## src/rtl/or_8way.sv

```systemverilog
// or_8way: WIDTH-input OR gate plus registered y, lowest-set-bit index and popcount.
// Latency: y is combinational (0 cycles); y_q/idx_q/cnt_q(/sticky_q) lag a by 1 cycle.
// Backpressure: none; a is sampled unconditionally on every rising clk edge.
//
// Ports:
//   clk      in   1      rising-edge clock for all registered outputs
//   rst      in   1      synchronous active-high reset (registered outputs only)
//   a        in   WIDTH  data inputs
//   y        out  1      combinational OR of a, independent of clk/rst
//   y_q      out  1      y registered
//   idx_q    out  IDXW   index of lowest set bit of a, registered (0 when a==0)
//   cnt_q    out  CNTW   number of set bits of a, registered
//   clr      in   1      (OR8WAY_STICKY_EN only) clears sticky_q
//   sticky_q out  1      (OR8WAY_STICKY_EN only) set once any bit of a was seen high
//
// Build option: define OR8WAY_STICKY_EN to add the clr input and sticky_q output.

module or_8way #(
    parameter int WIDTH = 8,
    parameter int IDXW  = 3,
    parameter int CNTW  = 4
) (
    input  logic             clk,
    input  logic             rst,
    input  logic [WIDTH-1:0] a,
    output logic             y,
    output logic             y_q,
    output logic [IDXW-1:0]  idx_q,
`ifdef OR8WAY_STICKY_EN
    input  logic             clr,
    output logic             sticky_q,
`endif
    output logic [CNTW-1:0]  cnt_q
);

    logic            y_d;
    logic [IDXW-1:0] idx_d;
    logic [CNTW-1:0] cnt_d;

    // Plain gate path: no dependency on clk or rst so it can stand in for a
    // bare OR gate.
    assign y   = |a;
    assign y_d = |a;

    // Scan from the top bit down so the last hit written is the lowest set
    // bit; an all-zero vector leaves the default of 0.
    always_comb begin
        idx_d = '0;
        for (int i = WIDTH - 1; i >= 0; i--) begin
            if (a[i]) begin
                idx_d = IDXW'(i);
            end
        end
    end

    // Popcount; CNTW is sized to hold WIDTH itself (all ones).
    always_comb begin
        cnt_d = '0;
        for (int i = 0; i < WIDTH; i++) begin
            cnt_d = cnt_d + CNTW'(a[i]);
        end
    end

    always_ff @(posedge clk) begin
        if (rst) begin
            y_q   <= 1'b0;
            idx_q <= '0;
            cnt_q <= '0;
        end else begin
            y_q   <= y_d;
            idx_q <= idx_d;
            cnt_q <= cnt_d;
        end
    end

`ifdef OR8WAY_STICKY_EN
    logic sticky_d;

    // Clear wins over a simultaneous set; reset wins over both.
    always_comb begin
        sticky_d = sticky_q | y_d;
        if (clr) begin
            sticky_d = 1'b0;
        end
    end

    always_ff @(posedge clk) begin
        if (rst) begin
            sticky_q <= 1'b0;
        end else begin
            sticky_q <= sticky_d;
        end
    end
`endif

endmodule

```

## config.mk

```make
export PLATFORM = sky130hd
export DESIGN_NAME = or_8way
export DESIGN_NICKNAME = d
export VERILOG_FILES = /design/src/rtl/or_8way.sv
export SDC_FILE = /design/constraint.sdc
export NUM_CORES = 1
export LEC_CHECK = 0
export CAP_MARGIN = 20
export CELL_PAD_IN_SITES_DETAIL_PLACEMENT = 0
export CELL_PAD_IN_SITES_GLOBAL_PLACEMENT = 1
export CORE_UTILIZATION = 28
export DETAILED_ROUTE_END_ITERATION = 16
export GPL_ROUTABILITY_DRIVEN = 0
export PLACE_DENSITY_LB_ADDON = 0.2
export SLEW_MARGIN = 20
export SYNTH_ARGS = -nofsm -noshare
export SYNTH_HDL_FRONTEND = slang
export SYNTH_SLANG_ARGS = --single-unit
```

## constraint.sdc

```tcl
create_clock -name clk -period 5 [get_ports clk]
set_clock_uncertainty 0.15 [all_clocks]
set_input_delay 1.5 -clock clk [delete_from_list [all_inputs] [get_ports clk]]
set_output_delay 1.5 -clock clk [all_outputs]
set_load 0.03 [all_outputs]
```

==> results by group, run 1 <==
Route
  – Vias/cell: 4.267
  – Post-route ant nets: 0
  – DRC: 0
  – Routed wire length: 804 um
  – Drt wl/cell: 9.349 um
  – Detailed Routing Iterations Pass 1: 4
  – Via count: 367
  – Initial DRC count: 6

Power
  – PD cells: 295.2 mW/mm^2
  – Leakage: 0.3029 nW
  – NetSw: 0.00006332 W
  – Int Pwr: 0.0001369 W
  – Switch share: 31.63%
  – Combinational share of power: 40.2%
  – Clock network power share: 22.8%
  – Seq pwr share: 37.0%
  – Worst VDD drop: 0.0001100 V

Timing
  – Ratio of final minimum period to clock period: 95.27%
  – Final Hold Fails: 0
  – Final min period: 4.764 ns
  – Slew HR: 75.57%
  – Peak Freq: 209.9 MHz
  – Slew Limit Fails: 0
  – Worst-margin pin slew: 0.3635 ns
  – Unrepaired setup endpoints after global routing: no
  – Setup violators final: 0
  – Setup tns final: 0 ns
  – Hold WS: 1.796 ns

Clocking
  – CTS Sinks: 8
  – Clk Tree Root Cell: clkbuf_4
  – CTS Hold Bufs: 0
  – Register clock-pin slew on the reported worst setup and hold paths: 0.05 ns
  – CTS H-tree lvls: 1
  – CTS Buf Count: 3
  – Post-CTS Setup Inserts: 0
  – # resized after CTS: 0
  – CTS tree: yes
  – Clk buf depth: 2

Floorplan
  – Die X: 42.33 um
  – Starting Density: 30.23%
  – Row cnt: 14
  – Vert. Die Dim: 42.33 um
  – Die area: 0.001792 mm^2
  – Ports: 19
  – Core area: 0.001506 mm^2

Layout
  – Most common cell after layout, fill and taps aside: clkdlybuf4s50_1
  – Filler Cells Inserted: 148
  – Final net count: 90
  – Fin area: 678.2 um^2
  – Syn-to-layout area delta: 48.90%
  – Layout cells sized above 1: 5.714%
  – Most frequent cells in the layout: clkdlybuf4s50_1, inv_1, dfxtp_1
  – # diodes: 0

Min path
  – WHS Path Cells: 2
  – Worst min path class: input pin to flop
  – Hold_sp: rst

Worst setup path
  – CP max-delay cell: clkdlybuf4s50_1
  – Cell mode on critical path: clkdlybuf4s50_1
  – Type of the worst setup path: input pin to output pin
  – Setup crit start kind: input pin
  – Critical path origin: a[7]
  – Worst path max stage delay: 0.61 ns
  – Worst setup EP type: output pin
  – Worst-path fanout max: 4
  – CP arrival: 3.11 ns
  – CP Cell Sequence: clkdlybuf4s50_1 > nor4_2 > nand3_1 > clkdlybuf4s50_1
  – Worst EP required: 3.35 ns

GRT
  – Vias in the first global route: 368
  – First-pass GRT wire length: 1531 um
  – Largest net degree at the start of global routing: 8
  – Total global-route track usage: 11.46%
  – Final global-route overflow total: 0
  – Initial antenna violation count: 0

Synth
  – Cells after synthesis: 49
  – Post-synthesis sequential area ratio: 35.16%
  – Syn nets: 67
  – #FFs+latches synth: 8
  – Mapped Area: 455.4 um^2
  – Syn. warnings: 0
  – Syn avg cell area: 9.295 um^2
  – Yosys cell types: 17

Job
  – Max-cap violation count: 0

Placement
  – HPWL Detailed: 675.7 um
  – Placed Area: 655.6 um^2
  – IO Port Bufs: 18

Outcome
  – Status: finished clean
==> per-stage QoR <==
step	setup WS, ns	total power (W)	utilization, %	std cells
2_1_floorplan	1.010	0.0001248	-	49
3_3_place_gp	0.2691	0.0001571	43.52	83
3_5_place_dp	0.2320	0.0001566	43.52	83
4_1_cts	0.2275	0.0002031	45.02	86
5_1_grt	0.1801	0.0002193	45.02	86
6_report	0.2364	0.0002002	45.02	86
==> state kept, by name (all words and copies together), names as in the netlist <==
name / count
cnt_q: 4
y_q: 1
idx_q: 3
==> cells by family after synthesis <==
kind of cell,after synthesis,share of synthesized area [%]
flops,8,35.16
buf+inv,12,9.889
compound gates,7,8.517
simple gates,13,15.93
xor+xnor,1,1.923
fa+ha+maj,8,28.57
==> critical path, delay by kind of cell <==
family	cells	cell delay (ns)
buffers and inverters	2	1.08
and+or+nand+nor	2	0.54
==> cell usage after synthesis <==
cell type  count  area share (%)
xor2_1         1             1.9
nor2b_1        2             2.7
nor3b_1        1             1.6
o211ai_1       1             1.6
a31oi_1        1             1.4
nor4_1         1             1.4
nor4_2         1             2.7
a21oi_1        3             3.3
nor2_1         5             4.1
nand2_1        1            0.82
inv_1         12             9.9
nand3_1        1             1.1
o21ai_0        2             2.2
nand2b_1       1             1.4
ha_1           4              11
dfxtp_1        8              35
fa_1           4              18
==> area by class of cell <==
cell class / instances / area [um^2] / share of cell area (%)
flip-flops and latches: 8 / 160.2 / 23.62
repair buffers: 18 / 180.2 / 26.57
well taps: 16 / 20.02 / 2.952
clock buffers: 3 / 22.52 / 3.321
inverters: 12 / 45.04 / 6.642
multi-input cells: 29 / 250.2 / 36.90
==> power groups by stage <==
stage	clock [W]	combinational, W	sequential (W)
after floorplan	0	0.0000320	0.0000929
after global placement	0	0.0000819	0.0000751
after detailed placement	0	0.0000813	0.0000753
after CTS	0.0000469	0.0000821	0.0000740
after global routing	0.0000539	0.0000905	0.0000749
final	0.0000457	0.0000805	0.0000740
==> path summary, 6_finish.rpt <==
path  slack [ns]        to
min         1.80  cnt_q[1]
max         0.24         y
==> layer usage <==
metal	share of wire, %	up-vias	global-route usage (%)
met5	0	-	0
met4	0	0	9.375
met3	6.6	0	1.293
met2	44	20	15.69
met1	49	150	15.95
li1	-	197	-
Note: power is estimated with default switching activity, not from simulation.
==> inputs of run 2 (changes only) <==
--- a/config.mk
+++ b/config.mk
@@ -11,6 +11,7 @@
 export CORE_UTILIZATION = 28
 export DETAILED_ROUTE_END_ITERATION = 16
 export GPL_ROUTABILITY_DRIVEN = 0
+export HOLD_SLACK_MARGIN = 0.02
 export PLACE_DENSITY_LB_ADDON = 0.2
 export SLEW_MARGIN = 20
 export SYNTH_ARGS = -nofsm -noshare
==> results of run 2 <==
Final layout, timing and power as in run 1 (identical DEF).
==> inputs of run 3 (changes only) <==
--- a/config.mk
+++ b/config.mk
@@ -5,9 +5,11 @@
 export SDC_FILE = /design/constraint.sdc
 export NUM_CORES = 1
 export LEC_CHECK = 0
+export ABC_AREA = 1
 export CAP_MARGIN = 20
 export CELL_PAD_IN_SITES_DETAIL_PLACEMENT = 0
 export CELL_PAD_IN_SITES_GLOBAL_PLACEMENT = 1
+export CORE_MARGIN = 4
 export CORE_UTILIZATION = 28
 export DETAILED_ROUTE_END_ITERATION = 16
 export GPL_ROUTABILITY_DRIVEN = 0
==> results by group, run 3 <==
Timing
  – Final min period: 4.784 ns
  – Peak Freq: 209.0 MHz
  – Unrepaired setup endpoints after global routing: no
  – Setup violators final: 0
  – Worst-margin pin slew: 0.3125 ns
  – Final Hold Fails: 0
  – Slew Limit Fails: 0
  – Hold WS: 1.758 ns
  – Setup tns final: 0 ns
  – Slew HR: 79.10%
  – Ratio of final minimum period to clock period: 95.68%
  – Final worst slack: 0.2160 ns

GRT
  – Vias in the first global route: 405
  – First-pass GRT wire length: 1518 um
  – Final global-route overflow total: 0
  – Total global-route track usage: 8.523%
  – Initial antenna violation count: 0
  – Largest net degree at the start of global routing: 7

Layout
  – Most common cell after layout, fill and taps aside: clkdlybuf4s50_1
  – Sequential cell area: 160.2 um^2
  – Multi-input logic area: 242.7 um^2
  – Max FFs per register: 4
  – Final core occ: 44.72%
  – # diodes: 0
  – Syn-to-layout area delta: 47.72%
  – Final net count: 98
  – Most frequent cells in the layout: clkdlybuf4s50_1, inv_1, nand2_1
  – Biggest register: cnt_q
  – Top flop regs: cnt_q x4, idx_q x3, y_q x1
  – Layout cells sized above 1: 12.82%
  – Filler Cells Inserted: 175

Clocking
  – Post-CTS Setup Inserts: 0
  – CTS Sinks: 8
  – CTS H-tree lvls: 1
  – CTS Hold Bufs: 0
  – CTS tree: yes
  – # resized after CTS: 0
  – Register clock-pin slew on the reported worst setup and hold paths: 0.05 ns
  – CTS Buf Count: 3
  – Clk buf depth: 2
  – Clk Tree Root Cell: clkbuf_4

Synth
  – Compound-cell area share of the yosys netlist: 5.094%
  – Post-synth EDFFs: 0
  – Mapped Area: 466.7 um^2
  – Largest family of logic cells by synthesized area: adder cells
  – Yosys cell types: 13
  – Synth top cells by count: inv_1, nand2_1, dfxtp_1
  – Cells after synthesis: 57
  – #FFs+latches synth: 8
  – Syn nets: 75
  – Share of the synthesized area in the top cell type: 34.32%
  – Synth Area in XOR/XNOR: 1.877%
  – Cell taking the most area after synthesis: dfxtp_1
  – Post-synthesis adder-cell area fraction: 27.88%
  – Asr flop ratio synth: 0%
  – Post-synthesis sequential area ratio: 34.32%
  – Syn avg cell area: 8.188 um^2
  – Simple-gate share of the synthesized area: 17.16%
  – Count leader, synth: inv_1
  – Main synth FF type: dfxtp_1
  – Multiplexer area fraction after synthesis: 0%
  – Synth top area cells: dfxtp_1, fa_1, ha_1
  – Syn. warnings: 0

Route
  – DRC: 0
  – Via count: 390
  – Initial DRC count: 4
  – Vias/cell: 4.149
  – Routed wire length: 854 um
  – Drt wl/cell: 9.085 um
  – Detailed Routing Iterations Pass 1: 3
  – Post-route ant nets: 0

Power
  – Worst VDD drop: 0.0001827 V
  – PD cells: 297.0 mW/mm^2
  – Leakage: 0.3406 nW
  – Total power: 0.0002048 W

Floorplan
  – Die X: 48.83 um
  – Row cnt: 14
  – Ports: 19
  – Starting Density: 30.28%
  – Die area: 0.002384 mm^2
  – Core area: 0.001541 mm^2
  – Vert. Die Dim: 48.83 um

Placement
  – IO Port Bufs: 18
  – HPWL Detailed: 756.7 um
  – DP Worst Slack: 0.2047 ns

Worst setup path
  – CP Cell Sequence: clkdlybuf4s50_1 > inv_1 > ha_1 > nand2_1 > inv_1 > nand2_1 > clkdlybuf4s50_1
  – CP top delay family: buffers and inverters
  – Worst-path fanout max: 2
  – Worst EP required: 3.35 ns
  – Type of the worst setup path: input pin to output pin
  – CP max-delay cell: clkdlybuf4s50_1
  – CP arrival: 3.13 ns
  – CP endpoint: y
  – Cell count along the critical path: 7
  – Worst setup EP type: output pin
  – Critical path origin: a[0]
  – CP bufs+invs: 4
  – Worst path max stage delay: 0.66 ns
  – Setup crit start kind: input pin

Job
  – Max-cap violation count: 0

Min path
  – Worst min path class: input pin to flop

Outcome
  – Status: finished clean
-- run 3: changes by cell type after synthesis, moves of 2 or more --
cell     previous run  this run
nor2b_1             2         0
nand2_1             1        11
o21ai_0             2         0
inv_2               0         5
-- run 3: final cells by class --
cell class / count / share of cell area [%]
well taps: 16 / 2.904
inverters: 17 / 9.256
flip-flops and latches: 8 / 23.23
multi-input cells: 32 / 35.21
repair buffers: 18 / 26.13
clock buffers: 3 / 3.267
-- run 3: worst min path at each step --
stage               startpoint        to  slack [ns]  depth (start not counted)
floorplan                  rst  cnt_q[1]        1.42                          1
detailed placement        a[1]  idx_q[0]        2.02                          3
CTS                       a[1]  idx_q[0]        1.75                          3
global placement          a[1]  idx_q[0]        2.02                          3
finish                    a[1]  idx_q[0]        1.76                          3
global route              a[1]  idx_q[0]        1.77                          3
-- run 3: per-stage QoR --
step | instance area (um^2) | std cells
floorplan | 466.7 | 57
global placement | 666.9 | 91
detailed placement | 666.9 | 91
CTS | 689.4 | 94
global route | 689.4 | 94
finish | 689.4 | 94
-- run 3: per-layer routing --
metal / part of all wire (%) / vias up / global-route usage (%)
met5: 0 / - / 0
met4: 0 / 0 / 4.036
li1: - / 207 / -
met2: 51 / 10 / 14.13
met3: 8.1 / 0 / 5.199
met1: 41 / 173 / 8.271
-- run 3: report_power, final --
group           total, W  switching [W]  internal, W
Sequential     0.0000737     0.00000161    0.0000721
Clock          0.0000473      0.0000200    0.0000273
Combinational  0.0000837      0.0000460    0.0000377
-- run 3: cells by family (layout without fill, tap and decap cells) --
logic type                 count (synthesis)  count (layout)
AOI/OAI and AO/OA                          4               4
xor gates and xnor gates                   1               1
adders and majority gates                  8               8
buffers and inverters                     17              38
DFF                                        8               8
and+or+nand+nor                           19              19
